==> src/rtl/pipeline_result_sink.sv <==
// pipeline_result_sink: tags pipeline results, buffers them in a FIFO and issues credits upstream
// Optional feature macro RESULT_SINK_STATS_EN adds result_cnt (wrapping pops) and stall_cnt (saturating stalls).
module pipeline_result_sink #(
    parameter int WIDTH   = 5,
    parameter int LATENCY = 2,
    parameter int DEPTH   = 4
) (
    input  logic                   clk,
    input  logic                   reset,
    input  logic                   issue_valid,
    output logic                   issue_ready,
    input  logic [WIDTH-1:0]       pipe_s,
    output logic                   out_valid,
    input  logic                   out_ready,
    output logic [WIDTH-1:0]       out_data,
    output logic [$clog2(DEPTH):0] out_count,
    output logic                   drop_err
`ifdef RESULT_SINK_STATS_EN
    ,
    output logic [15:0]            result_cnt,
    output logic [15:0]            stall_cnt
`endif
);
    localparam int AW = $clog2(DEPTH);
    localparam int CW = AW + 1;
    localparam int SW = $clog2(DEPTH + LATENCY + 1);

    logic [LATENCY-1:0] tag;
    logic [WIDTH-1:0]   mem [DEPTH];
    logic [AW-1:0]      wr_ptr;
    logic [AW-1:0]      rd_ptr;
    logic [CW-1:0]      count;
    logic [SW-1:0]      inflight;
    logic               issue_fire;
    logic               push;
    logic               pop;

    assign issue_fire = issue_valid & issue_ready;
    assign push       = tag[LATENCY-1];
    assign out_valid  = count != '0;
    assign pop        = out_valid & out_ready;
    assign out_data   = out_valid ? mem[rd_ptr] : '0;
    assign out_count  = count;

    // credits: buffered plus tagged in-flight results must stay below DEPTH, registered state only
    always_comb begin
        inflight = '0;
        for (int i = 0; i < LATENCY; i++) inflight = inflight + SW'(tag[i]);
        issue_ready = (SW'(count) + inflight) < SW'(DEPTH);
    end

    // valid-tag shift register mirrors the upstream pipeline depth
    always_ff @(posedge clk or posedge reset) begin
        if (reset) begin
            tag <= '0;
        end else begin
            tag[0] <= issue_fire;
            for (int k = 1; k < LATENCY; k++) tag[k] <= tag[k-1];
        end
    end

    // result storage; contents need no reset because the count gates visibility
    always_ff @(posedge clk) begin
        if (push) mem[wr_ptr] <= pipe_s;
    end

    // pointers wrap naturally at DEPTH; occupancy kept in its own register
    always_ff @(posedge clk or posedge reset) begin
        if (reset) begin
            wr_ptr <= '0;
            rd_ptr <= '0;
            count  <= '0;
        end else begin
            wr_ptr <= push ? wr_ptr + 1'b1 : wr_ptr;
            rd_ptr <= pop ? rd_ptr + 1'b1 : rd_ptr;
            count  <= (push && !pop) ? count + 1'b1 : (pop && !push) ? count - 1'b1 : count;
        end
    end

    // sticky flag for issues offered without a credit
    always_ff @(posedge clk or posedge reset) begin
        if (reset) drop_err <= 1'b0;
        else if (issue_valid && !issue_ready) drop_err <= 1'b1;
    end

`ifdef RESULT_SINK_STATS_EN
    // pop counter wraps, stall counter saturates
    always_ff @(posedge clk or posedge reset) begin
        if (reset) begin
            result_cnt <= '0;
            stall_cnt  <= '0;
        end else begin
            result_cnt <= pop ? result_cnt + 16'd1 : result_cnt;
            stall_cnt  <= (issue_valid && !issue_ready && stall_cnt != 16'hFFFF) ? stall_cnt + 16'd1 : stall_cnt;
        end
    end
`endif

    full_no_push: assert property (@(posedge clk) disable iff (reset) !(push && count == CW'(DEPTH)));

endmodule

==> config.mk <==
export PLATFORM = sky130hd
export DESIGN_NAME = pipeline_result_sink
export DESIGN_NICKNAME = d
export VERILOG_FILES = /design/src/rtl/pipeline_result_sink.sv
export SDC_FILE = /design/constraint.sdc
export NUM_CORES = 1
export LEC_CHECK = 0
export BUFFER_PORTS_ARGS = -buffer_cell sky130_fd_sc_hd__buf_4
export CAP_MARGIN = 15
export CELL_PAD_IN_SITES_DETAIL_PLACEMENT = 0
export CELL_PAD_IN_SITES_GLOBAL_PLACEMENT = 1
export CORE_UTILIZATION = 49
export CTS_CLUSTER_SIZE = 10
export DETAILED_ROUTE_END_ITERATION = 7
export PLACE_DENSITY_LB_ADDON = 0.1
export SETUP_SLACK_MARGIN = 0.4
export SLEW_MARGIN = 20
export SYNTH_ARGS = -nofsm -noshare
export SYNTH_HDL_FRONTEND = slang
export SYNTH_SLANG_ARGS = --single-unit
==> constraint.sdc <==
create_clock -name clk -period 6.4 [get_ports clk]
set_input_delay 0.64 -clock clk [delete_from_list [all_inputs] [get_ports clk]]
set_output_delay 0.64 -clock clk [all_outputs]
set_load 0.01 [all_outputs]
==> impl_metrics.yaml <==
status:
  run_status: "complete, no violations"
setup_path:
  critPathMaxStageDelay_ns: 0.60
  timing.critical_path.arrival_ns: 1.81
  setup.worst_path.start_class: "register"
  critical_path.slowest_cell: "sky130_fd_sc_hd__dfrtp_1"
  worstReg2RegEnd: "out_count[2]"
  cp_max_fo: 7
  crit_required_ns: 5.76
  critPathCaptureType: "output pin"
  timing.setup.critical_path_class: "reg -> out"
  timing.critical_path.cells: "mux4_2, and2_1, buf_4"
  worst_r2r_startpoint: "out_count[1]"
  regToRegSetupSlack_ns: 4.19
  ff2ff_path_depth: 8
clocking:
  cts_hold_buf: 0
  clockBufferDepth: 2
  h-tree-depth: 2
  clkLatencyLatePin_ns: 0.32
  cts_setup_buffers: 0
  cts.clk_slew.worst_paths_ns: 0.09
  postCtsResizedCells: 0
  num_cts_buffers: 5
  numClockSinks: 30
  tritoncts: "yes"
  clock_tree.root_cell: "sky130_fd_sc_hd__clkbuf_4"
pwr:
  comb_power_share_pct: 38.7
  p_sw_mw: 0.2330
  totalPowerFinal_mw: 0.6883
  pwr-share-seq_pct: 46.3
  vdd.ir_drop.worst_mv: 0.2821
  p_int_mw: 0.4553
  power_per_cell_area_nw_per_um2: 458.0
  p_clk_share_pct: 15.0
  p_leak_nw: 0.6071
  sw_frac_of_total_pct: 33.85
synth:
  synthesis.area_um2: 1297
  netlist.top_cell.by_area: "sky130_fd_sc_hd__edfxtp_1"
  synth_top_area_share_pct: 46.29
  async_set_or_reset_register_ratio_after_synthesis_pct: 33.33
  synth-seq-area-share_pct: 65.57
  number_of_synthesized_register_bits: 30
  syn-instance-count: 80
  post_synth_most_frequent_cells: "20 x sky130_fd_sc_hd__edfxtp_1, 10 x sky130_fd_sc_hd__and2_1, 10 x sky130_fd_sc_hd__dfrtp_1"
  synthTopCellsByArea: "sky130_fd_sc_hd__edfxtp_1 46%, sky130_fd_sc_hd__dfrtp_1 19%, sky130_fd_sc_hd__mux4_2 8.7%, sky130_fd_sc_hd__ha_1 5.8%, sky130_fd_sc_hd__and2_1 4.8%"
  yosysWarnings: 0
  yosysMostFrequentCell: "sky130_fd_sc_hd__edfxtp_1"
  prevailing_post_synth_register_cell: "sky130_fd_sc_hd__edfxtp_1"
  synth_nets: 96
  synthesized_area_divided_by_synthesized_cell_count_um2: 16.22
  synth_edf_count: 20
  synthDistinctLibCells: 23
layout:
  final_core_util_pct: 60.11
  area_growth_pct: 15.81
  final-instance-count-excl-fill: 133
  fin_nets: 118
  antenna-diode-count: 0
  final_layout_size_suffix_gt1_share_pct: 31.07
detailed_routing:
  drt_pass1_iterations: 2
  wl_met3_um: 89
  drt.antenna.violating_nets: 0
  route.detailed.vias_per_inst: 5.218
  route.layer.met1.wl_um: 887
  maxUsedRoutingLayer: "met4"
  wl_per_cell_um: 14.67
  met2WireLength_um: 942
  route.vias.total: 694
  total_wirelength_um: 1951
  drc: 0
  initialDrtViolationCount: 10
min_path:
  worstHoldPathType: "in -> async"
job:
  max_cap_violations: 0
grt:
  global_route.overflow_total: 0
  antenna_violations_before_repair: 0
  vias_in_the_first_global_route: 653
  gr_util_all_layers_pct: 17.20
  grt_max_degree: 11
  grt_first_pass_wirelength_um: 3091
die:
  die_w_um: 53.46
  die_area_um2: 2858
  initial_core_util_pct: 51.90
  num_io_pins: 20
  fp.coreArea_um2: 2500
  die_height_um: 53.46
  core.rowCount: 18
place:
  dp_cells: 125
  final_estimated_routing_congestion_in_global_placement: 0.6246
  placement.io_buffers: 19
  place.detailed.hpwl_um: 1400
sta:
  drv_slew: 0
  timing.final.hold_violations: 0
  setup_violations: 0
  fmax_mhz: 408.2
  holdWs_ns: 0.2906
  setup_repair_after_global_routing_missed_its_margin: "false"
  slew_headroom_pct: 72.95
  worst-slew-pin-transition_ns: 0.4057
  period_needed_ns: 2.450
  layout_worst_path_cycle_share_pct: 38.28
  timing.setup.tns_ns: 0
  fin_skew_ns: 0.006604
[metrics by stage]
stage,instance area [um^2],worst slack (ns)
after floorplan,1297,4.290
after global placement,1453,4.281
after detailed placement,1453,4.207
after CTS,1503,3.925
after global routing,1503,3.861
final,1503,3.950
[placed cells by master (no fill, tap or decap), types with 2 or more instances in the layout]
cell,netlist,final
sky130_fd_sc_hd__dfrtp_1,10,10
sky130_fd_sc_hd__ha_1,6,6
sky130_fd_sc_hd__nand2_1,2,2
sky130_fd_sc_hd__mux4_2,5,5
sky130_fd_sc_hd__xnor2_1,3,3
sky130_fd_sc_hd__clkbuf_4,0,5
sky130_fd_sc_hd__inv_1,5,5
sky130_fd_sc_hd__buf_4,0,19
sky130_fd_sc_hd__edfxtp_1,20,20
sky130_fd_sc_hd__and2_1,10,10
sky130_fd_sc_hd__xor2_1,3,3
sky130_fd_sc_hd__nand3_1,2,2
[power by group through the flow]
stage / clock network (mW) / registers, mW / logic, mW
finish: 0.103 / 0.319 / 0.266
global route: 0.116 / 0.328 / 0.297
CTS: 0.107 / 0.320 / 0.272
detailed placement: 0 / 0.324 / 0.270
global placement: 0 / 0.322 / 0.268
floorplan: 0 / 0.296 / 0.202
[how the worst max path moves through the flow]
stage | start | to | slack (ns)
floorplan | out_count[0] | out_count[2] | 4.29
global route | rd_ptr[0] | out_data[0] | 3.86
global placement | out_count[0] | out_count[2] | 4.28
detailed placement | out_count[0] | out_count[2] | 4.21
finish | rd_ptr[0] | out_data[0] | 3.95
CTS | rd_ptr[0] | out_data[0] | 3.92
[cells by family (layout without fill, tap and decap cells)]
kind of cell	after synthesis	after routing	synth area share, %
flip-flops	30	30	65.57
AND/OR/NAND/NOR	18	18	7.908
buffers and inverters	9	32	3.375
adder cells (fa/ha/maj)	7	7	7.329
XOR/XNOR	6	6	4.051
multiplexers	6	6	9.547
AO/OA/AOI/OAI	4	4	2.218
[critical path: cells and delay by family, from the launching register on]
kind | cells | cell delay [ns]
multiplexers | 1 | 0.56
AND/OR/NAND/NOR | 1 | 0.18
buffers and inverters | 1 | 0.14
flip-flops | 1 | 0.60
[area by class of cell]
| class | count | area, um^2 |
|---|---|---|
| fill | 214 | 997.2 |
| multi-input combinational | 41 | 402.9 |
| timing repair buffer | 19 | 142.6 |
| sequential | 30 | 850.8 |
| clock buffer | 6 | 41.29 |
| tap | 30 | 37.54 |
| clock inverter | 2 | 8.758 |
| inverter | 5 | 18.77 |
[registers in the layout, summed over array words and instances, names as in the netlist]
register,count
mem,20
wr_ptr,2
drop_err,1
rd_ptr,2
out_count,3
tag,2
[per-layer routing]
| layer | GRT usage (%) | up-vias |
|---|---|---|
| met3 | 9.195 | 5 |
| met1 | 21.18 | 349 |
| met2 | 24.58 | 15 |
| met5 | 0 | - |
| li1 | - | 325 |
| met4 | 7.895 | 0 |
(Power assumes the default switching activity.)
